`src/rtl/regfile_sequencer.sv`:
```
// regfile_sequencer: multicycle initiator for an 8x8 register file.
// Accepts one instruction at a time over valid/ready, issues the register
// file read phase (CTRL=1), computes the result in a small ALU and issues a
// single write-back cycle (CTRL=0). DONE pulses once per retired instruction.
module regfile_sequencer #(
  parameter int DATA_W = 8,
  parameter int ADDR_W = 3
) (
  input  logic              CLK,
  input  logic              RESET,
  input  logic [31:0]       INSTR,
  input  logic              INSTR_VALID,
  output logic              INSTR_READY,
  input  logic [DATA_W-1:0] RD1,
  input  logic [DATA_W-1:0] RD2,
  output logic              CTRL,
  output logic [ADDR_W-1:0] OUT1ADDR,
  output logic [ADDR_W-1:0] OUT2ADDR,
  output logic [ADDR_W-1:0] INADDR,
  output logic [DATA_W-1:0] WDATA,
  output logic              DONE,
  output logic              ILLEGAL
);

  localparam logic [7:0] OP_LOADI = 8'h00;
  localparam logic [7:0] OP_MOV   = 8'h01;
  localparam logic [7:0] OP_ADD   = 8'h02;
  localparam logic [7:0] OP_SUB   = 8'h03;
  localparam logic [7:0] OP_AND   = 8'h04;
  localparam logic [7:0] OP_OR    = 8'h05;

  typedef enum logic [1:0] {
    ST_IDLE  = 2'd0,
    ST_READ  = 2'd1,
    ST_WRITE = 2'd2
  } state_t;

  state_t            state_reg, state_next;
  logic [31:0]       instr_reg, instr_next;
  logic [ADDR_W-1:0] out1addr_reg, out1addr_next;
  logic [ADDR_W-1:0] out2addr_reg, out2addr_next;
  logic              done_reg, done_next;
  logic              illegal_reg, illegal_next;
  logic [DATA_W-1:0] alu_result;

  // Field views of the latched instruction. Only the low ADDR_W bits of each
  // address field matter; the source fields go straight into the address
  // registers at handshake, so their latched copies are never read.
  logic [7:0]        opcode;
  logic [ADDR_W-1:0] dest_addr;
  logic [DATA_W-1:0] imm_val;
  logic              unused_fields;

  assign opcode        = instr_reg[31:24];
  assign dest_addr     = instr_reg[16 +: ADDR_W];
  assign imm_val       = DATA_W'(instr_reg[7:0]);
  assign unused_fields = ^{instr_reg[23:16+ADDR_W], instr_reg[15:8]};

  // State and latched-instruction registers; reset forces IDLE at once so
  // CTRL returns high without waiting for a clock edge.
  always_ff @(posedge CLK or posedge RESET) begin
    if (RESET) begin
      state_reg    <= ST_IDLE;
      instr_reg    <= '0;
      out1addr_reg <= '0;
      out2addr_reg <= '0;
      done_reg     <= 1'b0;
      illegal_reg  <= 1'b0;
    end else begin
      state_reg    <= state_next;
      instr_reg    <= instr_next;
      out1addr_reg <= out1addr_next;
      out2addr_reg <= out2addr_next;
      done_reg     <= done_next;
      illegal_reg  <= illegal_next;
    end
  end

  // Next-state decode: handshake only in IDLE, opcode picks the path.
  always_comb begin
    state_next    = state_reg;
    instr_next    = instr_reg;
    out1addr_next = out1addr_reg;
    out2addr_next = out2addr_reg;
    done_next     = 1'b0;
    illegal_next  = 1'b0;
    case (state_reg)
      ST_IDLE: begin
        if (INSTR_VALID) begin
          instr_next = INSTR;
          case (INSTR[31:24])
            OP_LOADI: begin
              state_next = ST_WRITE;
            end
            OP_MOV, OP_ADD, OP_SUB, OP_AND, OP_OR: begin
              // Addresses are registered here so they are stable for the
              // whole READ cycle and hold afterwards.
              state_next    = ST_READ;
              out1addr_next = INSTR[8 +: ADDR_W];
              out2addr_next = INSTR[0 +: ADDR_W];
            end
            default: begin
              // Unknown opcode: retire immediately without touching the file.
              done_next    = 1'b1;
              illegal_next = 1'b1;
            end
          endcase
        end
      end
      ST_READ: begin
        state_next = ST_WRITE;
      end
      ST_WRITE: begin
        state_next = ST_IDLE;
        done_next  = 1'b1;
      end
      default: begin
        state_next = ST_IDLE;
      end
    endcase
  end

  // ALU: results wrap modulo 2^DATA_W; operands arrive on RD1/RD2 during WRITE.
  always_comb begin
    alu_result = '0;
    case (opcode)
      OP_LOADI: alu_result = imm_val;
      OP_MOV:   alu_result = RD2;
      OP_ADD:   alu_result = RD1 + RD2;
      OP_SUB:   alu_result = RD1 - RD2;
      OP_AND:   alu_result = RD1 & RD2;
      OP_OR:    alu_result = RD1 | RD2;
      default:  alu_result = '0;
    endcase
  end

  assign INSTR_READY = (state_reg == ST_IDLE);
  assign CTRL        = (state_reg != ST_WRITE);
  assign OUT1ADDR    = out1addr_reg;
  assign OUT2ADDR    = out2addr_reg;
  assign INADDR      = dest_addr;
  // WDATA is only meaningful in the write cycle; keep it quiet elsewhere.
  assign WDATA       = (state_reg == ST_WRITE) ? alu_result : '0;
  assign DONE        = done_reg;
  assign ILLEGAL     = illegal_reg;

endmodule

```
`config.mk`:
```
export PLATFORM = sky130hd
export DESIGN_NAME = regfile_sequencer
export DESIGN_NICKNAME = d
export VERILOG_FILES = /design/src/rtl/regfile_sequencer.sv
export SDC_FILE = /design/constraint.sdc
export NUM_CORES = 1
export LEC_CHECK = 0
export ABC_AREA = 1
export CAP_MARGIN = 0
export CORE_ASPECT_RATIO = 0.7
export CORE_MARGIN = 8
export CORE_UTILIZATION = 47
export DETAILED_ROUTE_END_ITERATION = 12
export GPL_ROUTABILITY_DRIVEN = 1
export GPL_TIMING_DRIVEN = 0
export PLACE_DENSITY_LB_ADDON = 0.12
export SLEW_MARGIN = 20
export SYNTH_ARGS = -nofsm -noshare
export SYNTH_HDL_FRONTEND = slang
export SYNTH_SLANG_ARGS = --single-unit
```
`constraint.sdc`:
```
create_clock -name CLK -period 3.14 [get_ports CLK]
set_clock_uncertainty 0.2 [all_clocks]
set_input_delay 0.314 -clock CLK [delete_from_list [all_inputs] [get_ports CLK]]
set_output_delay 0.314 -clock CLK [all_outputs]
set_load 0.03 [all_outputs]
```
==> metrics.txt <==
# TYPE chip_impl_metric gauge
chip_impl_info{name="run_status",value="finished, final reports clean"} 1
chip_impl_metric{name="crit_required",unit="ns"} 2.63
chip_impl_metric{name="drive_gt1_share",unit="%"} 25.78
chip_impl_info{name="min_path_type",value="in -> async"} 1
chip_impl_info{name="critical-path-slowest-cell",value="sky130_fd_sc_hd__dfrtp_1"} 1
chip_impl_metric{name="drt_iter0_markers",unit=""} 199
chip_impl_info{name="cts_tree",value="yes"} 1
chip_impl_metric{name="number_of_flops_mapped_to_enable_cells_by_yosys",unit=""} 0
chip_impl_metric{name="ant_nets",unit=""} 0
chip_impl_metric{name="combinationalPowerShare",unit="%"} 38.0
chip_impl_metric{name="die-height",unit="microns"} 73.47
chip_impl_metric{name="async_flop_share",unit="%"} 100.0
chip_impl_info{name="critical_path_class",value="reg -> out"} 1
chip_impl_metric{name="route.vias.total",unit=""} 2491
chip_impl_metric{name="floorplan.initialDensity",unit="%"} 47.67
chip_impl_info{name="endpoint_kind",value="output pin"} 1
chip_impl_info{name="synth_top_flop_cell",value="sky130_fd_sc_hd__dfrtp_1"} 1
chip_impl_metric{name="detailedPlacementHpwl",unit="microns"} 4997
chip_impl_metric{name="synthToLayoutAreaGrowth",unit="%"} 50.51
chip_impl_info{name="setup.worst_path.end",value="WDATA[7]"} 1
chip_impl_metric{name="timing.critical_path.fanout_max",unit=""} 5
chip_impl_metric{name="final_min_period_over_clock_period",unit="%"} 99.95
chip_impl_info{name="reg2reg_to",value="OUT2ADDR[2]$_DFFE_PP0P_"} 1
chip_impl_metric{name="ctsHoldBuffers",unit=""} 0
chip_impl_metric{name="yosysWarnings",unit=""} 0
chip_impl_metric{name="power_per_cell_area",unit="nW/um^2"} 376.8
chip_impl_info{name="r2r_start",value="state_reg[0]$_DFFE_PP0P_"} 1
chip_impl_metric{name="syn_inst_count",unit=""} 330
chip_impl_metric{name="maxCapViolations",unit=""} 0
chip_impl_metric{name="met1_routed_length",unit="microns"} 2960
chip_impl_metric{name="number_of_nets_in_the_finished_design",unit=""} 480
chip_impl_metric{name="clk_pin_slew",unit="ns"} 0.06
chip_impl_metric{name="fmax",unit="GHz"} 0.3186
chip_impl_info{name="timing.critical_path.from",value="instr_reg[26]$_DFFE_PP0P_"} 1
chip_impl_metric{name="clk_path_buf_depth",unit=""} 2
chip_impl_metric{name="first_pass_iters",unit=""} 5
chip_impl_metric{name="ioPinCount",unit=""} 72
chip_impl_metric{name="share_seq_of_total_power",unit="%"} 34.7
chip_impl_metric{name="wire_length_of_the_first_global_routing_pass",unit="microns"} 10690
chip_impl_metric{name="setup_ws",unit="ns"} 0.001589
chip_impl_metric{name="antenna_found_initial",unit=""} 0
chip_impl_metric{name="synth_area",unit="sq um"} 2217
chip_impl_metric{name="cts-htree-levels",unit=""} 2
chip_impl_metric{name="multi_input_area",unit="sq um"} 1475
chip_impl_info{name="mostFrequentLayoutCell",value="sky130_fd_sc_hd__nand2_1"} 1
chip_impl_metric{name="number_of_standard_cell_rows_in_the_floorplan",unit=""} 21
chip_impl_metric{name="drc",unit=""} 0
chip_impl_metric{name="reg2reg_depth",unit=""} 8
chip_impl_metric{name="number_of_global_route_vias_before_repair",unit=""} 2263
chip_impl_info{name="cts-root-buf",value="sky130_fd_sc_hd__clkbuf_8"} 1
chip_impl_metric{name="clock_latency",unit="ns"} 0.28
chip_impl_metric{name="slew_headroom",unit="%"} 59.15
chip_impl_metric{name="finalSetupViolCount",unit=""} 0
chip_impl_metric{name="register_area",unit="sq um"} 726.9
chip_impl_metric{name="power.share.switching",unit="%"} 34.49
chip_impl_metric{name="route.met3.wl",unit="microns"} 770
chip_impl_metric{name="max-vdd-ir-drop",unit="uV"} 259.9
chip_impl_metric{name="detail_route.vias_per_cell",unit=""} 5.233
chip_impl_metric{name="measured_slew_at_the_worst_slew_check_pin",unit="ns"} 0.6118
chip_impl_metric{name="fill_cells",unit=""} 402
chip_impl_metric{name="largest_reg_flops",unit=""} 19
chip_impl_metric{name="syn_avg_cell_area",unit="sq um"} 6.719
chip_impl_metric{name="die_area",unit="sq um"} 7206
chip_impl_info{name="crit_path_cell_trace",value="inv_2 -> nand2_4 -> nor2_4 -> nand2_4 -> inv_4 -> a21oi_2 -> xor2_1 -> ha_1 -> nand2_1 -> nand2_1 -> nand2_1 -> nand2_2 -> a21oi_4 -> inv_2 -> nand2_2 -> nand3_2 -> a21oi_2 -> buf_6"} 1
chip_impl_info{name="crit_path_start_kind",value="flip-flop"} 1
chip_impl_metric{name="critical-path-max-stage-delay",unit="ns"} 0.40
chip_impl_metric{name="port_buffer_count",unit=""} 61
chip_impl_metric{name="finalWorstPathRequiredPeriod",unit="ns"} 3.138
chip_impl_metric{name="p_leak",unit="nW"} 1.718
chip_impl_metric{name="intPower",unit="mW"} 0.8236
chip_impl_metric{name="num_antenna_cells",unit=""} 0
chip_impl_metric{name="finalHoldViolCount",unit=""} 0
chip_impl_metric{name="cts.sinks",unit=""} 29
chip_impl_metric{name="power.net_switching",unit="mW"} 0.4336
chip_impl_metric{name="grt_use_total",unit="%"} 18.71
chip_impl_metric{name="dp_slack",unit="ns"} -0.9506
chip_impl_metric{name="cts_buffers",unit=""} 5
chip_impl_metric{name="wl_met2",unit="microns"} 3112
chip_impl_metric{name="share_clk_of_total_power",unit="%"} 27.2
chip_impl_metric{name="timing.critical_path.arrival",unit="ns"} 2.62
chip_impl_metric{name="final_util",unit="%"} 71.75
chip_impl_metric{name="avgRoutedWirePerCell",unit="microns"} 14.56
chip_impl_metric{name="ys_types",unit=""} 29
chip_impl_metric{name="slew_violations",unit=""} 0
chip_impl_metric{name="overflow",unit=""} 0
chip_impl_metric{name="hold-worst-slack",unit="ns"} 0.2294
chip_impl_metric{name="place_congestion",unit=""} 0.9486
chip_impl_metric{name="regToRegSetupSlack",unit="ns"} 1.54
chip_impl_metric{name="synth.ff_latch_count",unit=""} 29
chip_impl_metric{name="yosysSeqAreaShare",unit="%"} 32.73
chip_impl_metric{name="fp.dieW",unit="microns"} 98.09
chip_impl_metric{name="core_area",unit="sq um"} 4651
chip_impl_info{name="route.top_layer_used",value="met4"} 1
chip_impl_info{name="critical_path.most_common_cell",value="sky130_fd_sc_hd__nand2_1"} 1
chip_impl_info{name="final_cell_mix",value="104 x sky130_fd_sc_hd__nand2_1, 50 x sky130_fd_sc_hd__clkdlybuf4s50_1, 33 x sky130_fd_sc_hd__inv_1"} 1
chip_impl_metric{name="grt_start_max_net_pins",unit=""} 30
chip_impl_metric{name="wl",unit="microns"} 6930
chip_impl_info{name="rsz0062_at_grt",value="yes"} 1
chip_impl_metric{name="syn-num-nets",unit=""} 392
==> what timing repair did <==
item | CTS | global route
pin swaps | 13 | 15
setup buffers | 13 | 7
endpoints found under the setup margin | 7 | 7
resized for setup | 53 | 49
==> critical path: cells and delay by family (launching register included) <==
kind,cells,cell delay [ns]
compound gates,3,0.35
xor+xnor,1,0.21
fa+ha+maj,1,0.32
buf+inv,4,0.37
flops,1,0.40
simple gates,9,0.69
==> cell families after synthesis <==
logic type               Yosys count  synth area share (%)
AND/OR/NAND/NOR                  191                 39.56
adder cells (fa/ha/maj)           11                 6.546
buffers and inverters             57                 10.33
flip-flops                        29                 32.73
AO/OA/AOI/OAI                     36                 8.465
XOR/XNOR                           6                 2.370
==> cells in the mapped netlist, types with 4 or more instances <==
cell type	number	share of area, %
sky130_fd_sc_hd__ha_1	10	5.6
sky130_fd_sc_hd__inv_2	11	1.9
sky130_fd_sc_hd__nand4_1	4	1.1
sky130_fd_sc_hd__xor2_1	5	2.0
sky130_fd_sc_hd__o21ai_0	16	3.6
sky130_fd_sc_hd__nand2_1	114	19
sky130_fd_sc_hd__nand3_1	28	6.3
sky130_fd_sc_hd__nor2_4	6	3.0
sky130_fd_sc_hd__nor2_1	25	4.2
sky130_fd_sc_hd__dfrtp_1	29	33
sky130_fd_sc_hd__o21ai_1	5	1.1
sky130_fd_sc_hd__a21oi_1	12	2.7
sky130_fd_sc_hd__inv_1	40	6.8
==> worst min-delay path by stage <==
stage | startpoint | cells past startpoint | to
after floorplan | RESET | 1 | DONE$_DFF_PP0_
after CTS | RESET | 2 | instr_reg[4]$_DFFE_PP0P_
after global placement | instr_reg[16]$_DFFE_PP0P_ | 2 | instr_reg[16]$_DFFE_PP0P_
after detailed placement | instr_reg[5]$_DFFE_PP0P_ | 2 | instr_reg[5]$_DFFE_PP0P_
final | RESET | 2 | OUT1ADDR[0]$_DFFE_PP0P_
after global routing | RESET | 2 | OUT2ADDR[1]$_DFFE_PP0P_
==> power groups by stage <==
stage / Combinational [mW] / Clock, mW / Sequential, mW
final: 0.478 / 0.342 / 0.437
after global routing: 0.515 / 0.360 / 0.442
after CTS: 0.423 / 0.346 / 0.437
after detailed placement: 0.376 / 0 / 0.447
after global placement: 0.372 / 0 / 0.445
after floorplan: 0.202 / 0 / 0.471
==> layout make-up <==
class                   count  share of cell area [%]
repair buffers             81                   21.90
multi-input cells         244                   44.21
flip-flops and latches     29                   21.78
clock buffers               7                   2.887
clock inverters             1                  0.1500
plain buffers               6                   1.125
inverters                  51                   5.812
well taps                  57                   2.137
==> routing by layer <==
layer,vias up,global-route usage [%]
met4,0,4.124
met1,1147,24.25
met2,126,29.35
met5,-,0
li1,1204,-
met3,14,6.339
==> through the flow <==
step | TNS, ns | total power, mW | cell area, sq um | cells
global route | -0.2131 | 1.316 | 3337 | 476
CTS | -0.00008504 | 1.206 | 3149 | 469
finish | 0 | 1.257 | 3337 | 476
global placement | -5.038 | 0.8168 | 2899 | 448
detailed placement | -5.219 | 0.8225 | 2899 | 448
floorplan | 0 | 0.6735 | 2217 | 330
Power figures use the tool's default switching activity.
